File: config.mk
export PLATFORM = sky130hd
export DESIGN_NAME = hpdcache_flush_mc_controller
export DESIGN_NICKNAME = d
export VERILOG_FILES = /design/src/rtl/hpdcache_flush_mc_controller.sv
export SDC_FILE = /design/constraint.sdc
export NUM_CORES = 2
export LEC_CHECK = 0
export CAP_MARGIN = 10
export CORE_MARGIN = 5
export CORE_UTILIZATION = 60
export CTS_BUF_LIST = sky130_fd_sc_hd__clkbuf_8
export CTS_CLUSTER_SIZE = 20
export DETAILED_ROUTE_END_ITERATION = 12
export PLACE_DENSITY = 0.93
export SLEW_MARGIN = 0
export SYNTH_ARGS = -nofsm -noshare
export SYNTH_HDL_FRONTEND = slang
export SYNTH_SLANG_ARGS = --single-unit
File: constraint.sdc
create_clock -name clk_i -period 29.5 [get_ports clk_i]
set_input_delay 5.9 -clock clk_i [delete_from_list [all_inputs] [get_ports clk_i]]
set_output_delay 5.9 -clock clk_i [all_outputs]
set_load 0.03 [all_outputs]
File: src/rtl/hpdcache_flush_mc_controller.sv
// Multi-entry flush directory: buffers evicted dirty lines, streams each one to memory as
// a write request plus a data burst, and keeps it checkable until its write response returns.
//
//   state | meaning
//   IDLE  | waiting for a queued entry; pops the send queue head when non-empty
//   REQ   | write request presented for the current entry
//   DATA  | streaming the current entry's beats, one per data handshake
module hpdcache_flush_mc_controller #(
    parameter int N_ENTRIES  = 4,
    parameter int NLINE_W    = 26,
    parameter int OFFSET_W   = 6,
    parameter int LINE_W     = 512,
    parameter int MEM_DATA_W = 64,
    parameter int MEM_ID_W   = 4
) (
    input  logic                         clk_i,
    input  logic                         rst_ni,
    output logic                         flush_empty_o,
    output logic                         flush_full_o,
    output logic                         flush_busy_o,
    input  logic                         flush_check_i,
    input  logic [NLINE_W-1:0]           flush_check_nline_i,
    output logic                         flush_check_hit_o,
    input  logic                         flush_alloc_i,
    input  logic [NLINE_W-1:0]           flush_alloc_nline_i,
    input  logic [LINE_W-1:0]            flush_alloc_data_i,
    input  logic                         mem_req_write_ready_i,
    output logic                         mem_req_write_valid_o,
    output logic [NLINE_W+OFFSET_W-1:0]  mem_req_write_addr_o,
    output logic [7:0]                   mem_req_write_len_o,
    output logic [MEM_ID_W-1:0]          mem_req_write_id_o,
    input  logic                         mem_req_write_data_ready_i,
    output logic                         mem_req_write_data_valid_o,
    output logic [MEM_DATA_W-1:0]        mem_req_write_data_o,
    output logic                         mem_req_write_data_last_o,
    output logic                         mem_resp_write_ready_o,
    input  logic                         mem_resp_write_valid_i,
    input  logic [MEM_ID_W-1:0]          mem_resp_write_id_i
);
    localparam int BEATS  = LINE_W / MEM_DATA_W;
    localparam int IDX_W  = $clog2(N_ENTRIES);
    localparam int BEAT_W = (BEATS > 1) ? $clog2(BEATS) : 1;
    localparam int CNT_W  = IDX_W + 1;

    typedef enum logic [1:0] {IDLE, REQ, DATA} state_e;

    logic [N_ENTRIES-1:0] valid_q, sent_q;
    logic [NLINE_W-1:0]   nline_q [N_ENTRIES];
    logic [LINE_W-1:0]    data_q  [N_ENTRIES];
    logic [IDX_W-1:0]     sq_mem  [N_ENTRIES];
    logic [IDX_W-1:0]     sq_head, sq_tail;
    logic [CNT_W-1:0]     sq_cnt;
    state_e               state_q;
    logic [IDX_W-1:0]     cur_idx;
    logic [BEAT_W-1:0]    beat_q;

    logic             alloc_accept, alloc_found, sq_pop, check_match, resp_ok;
    logic [IDX_W-1:0] alloc_idx, resp_idx;

    function automatic logic [IDX_W-1:0] wrap_inc(input logic [IDX_W-1:0] p);
        return (p == IDX_W'(N_ENTRIES - 1)) ? '0 : p + 1'b1;
    endfunction

    function automatic logic [MEM_DATA_W-1:0] beat_of(input logic [LINE_W-1:0] line, input int k);
        return line[k*MEM_DATA_W +: MEM_DATA_W];
    endfunction

    assign flush_empty_o          = ~|valid_q;
    assign flush_full_o           = &valid_q;
    assign flush_busy_o           = (state_q != IDLE) | (|valid_q);
    assign mem_req_write_len_o    = 8'(BEATS - 1);
    assign mem_resp_write_ready_o = 1'b1;

    // Decisions use registered valid bits only, so a slot freed this cycle is reusable next cycle.
    always_comb begin
        alloc_idx   = '0;
        alloc_found = 1'b0;
        for (int i = N_ENTRIES - 1; i >= 0; i--) begin
            if (!valid_q[i]) begin
                alloc_idx   = IDX_W'(i);
                alloc_found = 1'b1;
            end
        end
        check_match = 1'b0;
        for (int i = 0; i < N_ENTRIES; i++) begin
            if (valid_q[i] && (nline_q[i] == flush_check_nline_i)) check_match = 1'b1;
        end
    end

    assign flush_check_hit_o = flush_check_i & check_match;
    assign alloc_accept      = flush_alloc_i & alloc_found;
    assign sq_pop            = (state_q == IDLE) && (sq_cnt != '0);
    assign resp_idx          = mem_resp_write_id_i[IDX_W-1:0];
    assign resp_ok           = mem_resp_write_valid_i && (int'(mem_resp_write_id_i) < N_ENTRIES)
                               && valid_q[resp_idx] && sent_q[resp_idx];

    always_ff @(posedge clk_i) begin
        if (alloc_accept) begin
            sq_mem[sq_tail]    <= alloc_idx;
            nline_q[alloc_idx] <= flush_alloc_nline_i;
            data_q[alloc_idx]  <= flush_alloc_data_i;
        end
    end

    always_ff @(posedge clk_i or negedge rst_ni) begin
        if (!rst_ni) begin
            valid_q                    <= '0;
            sent_q                     <= '0;
            sq_head                    <= '0;
            sq_tail                    <= '0;
            sq_cnt                     <= '0;
            state_q                    <= IDLE;
            cur_idx                    <= '0;
            beat_q                     <= '0;
            mem_req_write_valid_o      <= 1'b0;
            mem_req_write_addr_o       <= '0;
            mem_req_write_id_o         <= '0;
            mem_req_write_data_valid_o <= 1'b0;
            mem_req_write_data_o       <= '0;
            mem_req_write_data_last_o  <= 1'b0;
        end else begin
            if (mem_resp_write_valid_i) begin
                assert (resp_ok) else $error("write response for idle or unsent entry id %0d", mem_resp_write_id_i);
            end
            if (resp_ok) valid_q[resp_idx] <= 1'b0;
            if (alloc_accept) begin
                valid_q[alloc_idx] <= 1'b1;
                sent_q[alloc_idx]  <= 1'b0;
                sq_tail            <= wrap_inc(sq_tail);
            end
            if (alloc_accept && !sq_pop) sq_cnt <= sq_cnt + 1'b1;
            else if (!alloc_accept && sq_pop) sq_cnt <= sq_cnt - 1'b1;

            case (state_q)
                IDLE: begin
                    if (sq_pop) begin
                        cur_idx               <= sq_mem[sq_head];
                        sq_head               <= wrap_inc(sq_head);
                        mem_req_write_valid_o <= 1'b1;
                        mem_req_write_addr_o  <= {nline_q[sq_mem[sq_head]], {OFFSET_W{1'b0}}};
                        mem_req_write_id_o    <= MEM_ID_W'(sq_mem[sq_head]);
                        state_q               <= REQ;
                    end
                end
                REQ: begin
                    if (mem_req_write_ready_i) begin
                        mem_req_write_valid_o      <= 1'b0;
                        mem_req_write_data_valid_o <= 1'b1;
                        mem_req_write_data_o       <= beat_of(data_q[cur_idx], 0);
                        mem_req_write_data_last_o  <= (BEATS == 1);
                        beat_q                     <= '0;
                        state_q                    <= DATA;
                    end
                end
                DATA: begin
                    if (mem_req_write_data_ready_i) begin
                        if (mem_req_write_data_last_o) begin
                            sent_q[cur_idx]            <= 1'b1;
                            mem_req_write_data_valid_o <= 1'b0;
                            mem_req_write_data_last_o  <= 1'b0;
                            state_q                    <= IDLE;
                        end else begin
                            beat_q                    <= beat_q + 1'b1;
                            mem_req_write_data_o      <= beat_of(data_q[cur_idx], int'(beat_q) + 1);
                            mem_req_write_data_last_o <= (int'(beat_q) + 1 == BEATS - 1);
                        end
                    end
                end
                default: state_q <= IDLE;
            endcase
        end
    end
endmodule

Yosys cells after proc, flatten, opt, wreduce, memory -nomap -nowiden
Memory sizes are Yosys's and may differ from the RTL's. A register that Yosys moved wholly into a read port is not among the register bits.
Index checks and enable logic that the tools add are counted.
{"block": "word_totals", "ff_bits": 89, "mem_bits_rw": 2160, "wordCells": 140, "n_memories": 3}
{"memory": "data_q", "depth": 4, "word_bits": 512, "rd": 1, "rd_ports_with_merged_regs": 0, "write_ports": 1, "line": "49", "rtl": "logic [LINE_W-1:0] data_q [N_ENTRIES];"}
{"memory": "nline_q", "depth": 4, "word_bits": 26, "rd": 5, "rd_ports_with_merged_regs": 1, "write_ports": 1, "line": "48", "rtl": "logic [NLINE_W-1:0] nline_q [N_ENTRIES];"}
{"memory": "sq_mem", "depth": 4, "word_bits": 2, "rd": 1, "rd_ports_with_merged_regs": 0, "write_ports": 1, "line": "50", "rtl": "logic [IDX_W-1:0] sq_mem [N_ENTRIES];"}
{"block": "classes", "n_addsub": 6, "order_cmp": 7, "eq_ne": 14, "shift": 1, "mux": 57, "bitwise_logic": 9, "reduce_logical": 31}
{"op": "$shiftx A512 B32 Y64", "count": 1}
{"op": "$mux W64", "count": 3}
{"op": "$pmux W64 S2", "count": 1}
{"op": "$eq A26 B26 Y1", "count": 4}
{"op": "$mux W4", "count": 6}
{"op": "$mux W1", "count": 22}
{"op": "$mux W2", "count": 10}
{"op": "$reduce_and A4 Y1", "count": 4}
{"op": "$mux W3", "count": 5}
{"op": "$logic_and A1 B1 Y1", "count": 13}
{"op": "$ne A2 B2 Y1 const B", "count": 5}
{"op": "$lt A2 B3 Y1 const B", "count": 3}
{"op": "$and A4 B4 Y4", "count": 2}
{"op": "$not A4 Y4", "count": 2}
{"op": "$or A4 B4 Y4", "count": 2}
{"op": "$reduce_bool A2 Y1", "count": 4}
{"op": "$add A3 B1 Y3 const B", "count": 2}
{"op": "$demux W1 S2", "count": 3}
{"op": "$eq A2 B2 Y1 const B", "count": 3}
{"op": "$ge A2 B1 Y1 const B", "count": 3}
{"op": "$pmux W1 S2", "count": 3}
{"op": "$pmux W2 S3", "count": 1}
{"op": "$pmux W3 S2", "count": 1}
{"op": "$reduce_and A3 Y1", "count": 2}
{"op": "other kinds (14)", "count": 20}

Longest topological paths before layout
{"block": "logic_depth", "word_depth": 15, "mapped_depth": 9}

Least setup slack after synthesis
No wires, ideal clock.
{"block": "synth_timing", "kind": "in2reg", "startpoint": "input flush_alloc_i", "endpoint": "register sent_q[0]", "arrival_ns": 30.620, "required_ns": 28.351, "slack_ns": -2.269, "cell_stages": 2, "path_buffers": 0, "cell_sequence": "nor2b_1 > o32ai_1"}
{"block": "synth_between", "elab_chain_cells": 6}
{"item": "start, declared", "line": "24", "rtl": "input logic flush_alloc_i,"}
{"item": "$and A1 B1 Y1 *", "line": "91", "rtl": "assign alloc_accept = flush_alloc_i & alloc_found;"}
{"item": "$mux W4 *", "line": "126", "rtl": "if (alloc_accept) begin"}
{"item": "$or A4 B4 Y4 (no source line)"}
{"item": "$mux W4", "line": "157", "rtl": "if (mem_req_write_data_last_o) begin"}
{"item": "$mux W4", "line": "156", "rtl": "if (mem_req_write_data_ready_i) begin"}
{"item": "$mux W4 *", "line": "134", "rtl": "case (state_q)"}
{"item": "end signal, assigned", "line": "108", "rtl": "sent_q <= '0;"}
{"item": "end signal, assigned by index", "line": "128", "rtl": "sent_q[alloc_idx] <= 1'b0;"}
{"item": "end signal, assigned by index", "line": "158", "rtl": "sent_q[cur_idx] <= 1'b1;"}
{"item": "end, declared", "line": "47", "rtl": "logic [N_ENTRIES-1:0] valid_q, sent_q;"}
Every way passes the cells marked *; elsewhere a longest branch is shown, timed or not.
A chain may end at the register's enable or synchronous reset.

Final worst setup path
{"block": "layout_timing", "startpoint": "input flush_check_nline_i[12]", "endpoint": "output flush_check_hit_o"}
{"block": "layout_between", "elab_chain_cells": 7}
{"item": "start, declared", "line": "22", "rtl": "input logic [NLINE_W-1:0] flush_check_nline_i,"}
{"item": "$eq A26 B26 Y1", "line": "86", "rtl": "if (valid_q[i] && (nline_q[i] == flush_check_nline_i)) check_match = 1'b1;"}
{"item": "$logic_and A1 B1 Y1", "line": "86"}
{"item": "$mux W1 (3 in a row)", "line": "86"}
{"item": "$mux W1 *", "line": "86"}
{"item": "$and A1 B1 Y1 *", "line": "90", "rtl": "assign flush_check_hit_o = flush_check_i & check_match;"}
{"item": "end, declared", "line": "23", "rtl": "output logic flush_check_hit_o,"}
Marked as above.

==> results.cfg <==
[logic_synthesis]
syn_area_um2 = 87600
ys.flop_type = edfxtp_1
ys_top_cells_by_area = edfxtp_1 74%, mux4_2 11%, dfrtp_1 3.3%
synth_top_area_cell = edfxtp_1
ys_types = 55
synth_edf_count = 2160
synth-seq-cells = 2275
yosysMostFrequentCell = edfxtp_1
avgSynthCellArea_um2 = 20.9
synth_top_area_share_pct = 74.0
ys_warn_count = 0
synthCells = 4197
yosys-top-cells-count = 2,160 x edfxtp_1, 416 x mux4_2, 184 x mux2i_1
synth_seq_area_share_pct = 77.3
async_reset_ff_share_pct = 5.05

[power]
clock_power_share_pct = 26.0
irDropWorstVdd_uv = 82.0
swShare_pct = 32.6
seqPwrFrac_pct = 43.8
p_leak_nw = 33.8
internal_power_mw = 6.57
switching_power_mw = 3.18
combPwrFrac_pct = 30.2
powerDensity_nw_per_um2 = 94.3

[drt]
wl_per_cell_um = 32.5
via_count = 47616
dr.first_iter.drc_count = 5638
totalWireLength_mm = 240
drc = 0
dr.pass1.iters = 6
routed_via_density = 6.46
postRouteAntennaNets = 0

[place]
dp_hpwl_mm = 147
io_buffers = 673
gp_congestion = 0.889

[critical_path]
crit_path_max_fanout = 4
end_kind = primary output
cp.required_ns = 23.60
crit_arrival_ns = 8.40
crit_type = in2out
critPathLaunchType = input pin

[layout]
utilization_pct = 71.1
num-nets-final = 5662
drive_above_1_share_pct = 20.4
syn2layout_area_growth_pct = 18.0

[global_route]
grt_max_degree = 158
grtUsageMet1_pct = 36.6
grtUsageTotal_pct = 30.7
met2_usage_pct = 50.1
top_usage_layer = met2
grt_overflow = 0
grt_pass1_vias = 49567
grt_pass1_wl_mm = 338
grt_use_met3_pct = 10.4
antenna_found_initial = 135

[die]
rows = 140
pin_count = 691
design.core.area_um2 = 145000
die_y_um = 392
start_util_pct = 60.3
die_area_um2 = 154000
die_w_um = 392

[timing]
clock_skew_ns = 0.132
setup_viol = 0
setup_tns_ns = 0
max-slew-margin-rel_pct = -9.18
period_minus_slack_ns = 14.30
tightest_slew_ns = 1.63
fin_crit_sh_pct = 48.5
fmaxAchievable_mhz = 70.0
rsz0062_at_grt = no
hold_viol = 0
finalMaxSlewViolations = 2

[job]
max-cap-violations = 1

[clock_tree]
cts_max_path_buffers = 4
cts-hold-fix-buffers = 0
path_clk_slew_ns = 0.05
cts_resized = 0
cts_setup_buffers = 0
cts_root_buf = clkbuf_8
cts_max_level = 5
cts_tree = done
cts.sinks = 2275
cts_made_buffers = 361
clk_latency_ns = 1.06

[hold_path]
hp-class = reg2reg

[run_status]
violations = capacitance limit, slew limit
status = finished, violations left
registers in the layout, summed over array words and instances, names as in the netlist, 2 cells and up:
| signal | cells |
|---|---|
| sq_head | 2 |
| nline_q | 104 |
| sq_cnt | 3 |
| cur_idx | 2 |
| sq_tail | 2 |
| sent_q | 4 |
| sq_mem | 8 |
| mem_req_write_addr_o | 26 |
| state_q | 2 |
| beat_q | 3 |
| valid_q | 4 |
| data_q | 2048 |
| mem_req_write_data_o | 64 |
power by group through the flow:
stage	combinational [mW]	sequential (mW)	clock (mW)
2_1_floorplan	1.77	4.58	0
3_3_place_gp	2.81	4.28	0
3_5_place_dp	2.90	4.32	0
4_1_cts	2.94	4.27	2.55
5_1_grt	3.07	4.30	2.73
6_report	2.95	4.27	2.53
worst paths after layout:
check                                         startpoint                  endpoint  slack, ns  cells past startpoint
min in group asynchronous                         rst_ni  mem_req_write_data_o[29]       4.97                      1
worst max-delay path             flush_check_nline_i[12]         flush_check_hit_o      15.20                      7
worst min register to register  mem_req_write_addr_o[19]  mem_req_write_addr_o[19]       0.50                      1
worst max register to register                cur_idx[0]   mem_req_write_data_o[2]      24.09                      6
worst min-delay path            mem_req_write_addr_o[19]  mem_req_write_addr_o[19]       0.50                      1
max in group asynchronous                         rst_ni                 beat_q[0]      23.16                      2
layout make-up:
cell class / instances / area (µm²)
repair buffers: 755 / 7450
well taps: 1917 / 2400
diodes: 115 / 288
clock buffers: 388 / 5340
multi-input cells: 1672 / 18800
clock inverters: 238 / 1310
flip-flops and latches: 2275 / 67800
inverters: 13 / 63.8
fillers: 7957 / 42000
worst max-delay path: stages:
cell and delay (ns):
clkdlybuf4s50_1 0.60, xnor2_1 0.17, nand4_1 0.18, nor4_1 0.41, nand4_1 0.13, a41oi_1 0.26, clkdlybuf4s50_1 0.73
logic make-up after synthesis:
logic type	share of synthesized area [%]
DFF	77.3
muxes	14.6
AOI/OAI and AO/OA	3.57
and+or+nand+nor	1.86
buffers and inverters	1.46
xor gates and xnor gates	1.07
adders and majority gates	0.137
other	0.00857
metrics by stage:
step	instances	total power, mW	cell area (µm²)	setup WS (ns)	hold slack [ns]
floorplan	4212	6.35	87700	8.42	0.442
global placement	6632	7.09	96500	15.15	0.465
detailed placement	6632	7.22	96500	15.20	0.476
CTS	7258	9.76	103000	15.19	0.504
global route	7318	10.1	103000	15.09	0.519
finish	7373	9.75	103000	15.20	0.504
routing by layer:
layer | wire length, µm | share of wire [%]
met5 | 422 | 0.18
met4 | 13600 | 5.7
met3 | 28700 | 12
met2 | 120000 | 50
met1 | 77100 | 32
layout by cell type (no fill, tap or decap), drive strengths merged, types with 62 or more instances in the layout:
cell type | netlist | final
o22ai | 66 | 66
a22oi | 123 | 123
clkdlybuf4s50 | 0 | 672
mux2i | 184 | 184
o21ai | 75 | 75
inv | 13 | 130
dfrtp | 115 | 115
diode | 0 | 115
clkinv | 0 | 103
nor2 | 66 | 66
clkbuf | 105 | 388
a21oi | 79 | 79
mux2 | 122 | 122
mux4 | 424 | 424
buf | 147 | 83
nand2 | 116 | 116
edfxtp | 2160 | 2160
nand3 | 62 | 62
Power figures use the tool's default switching activity.
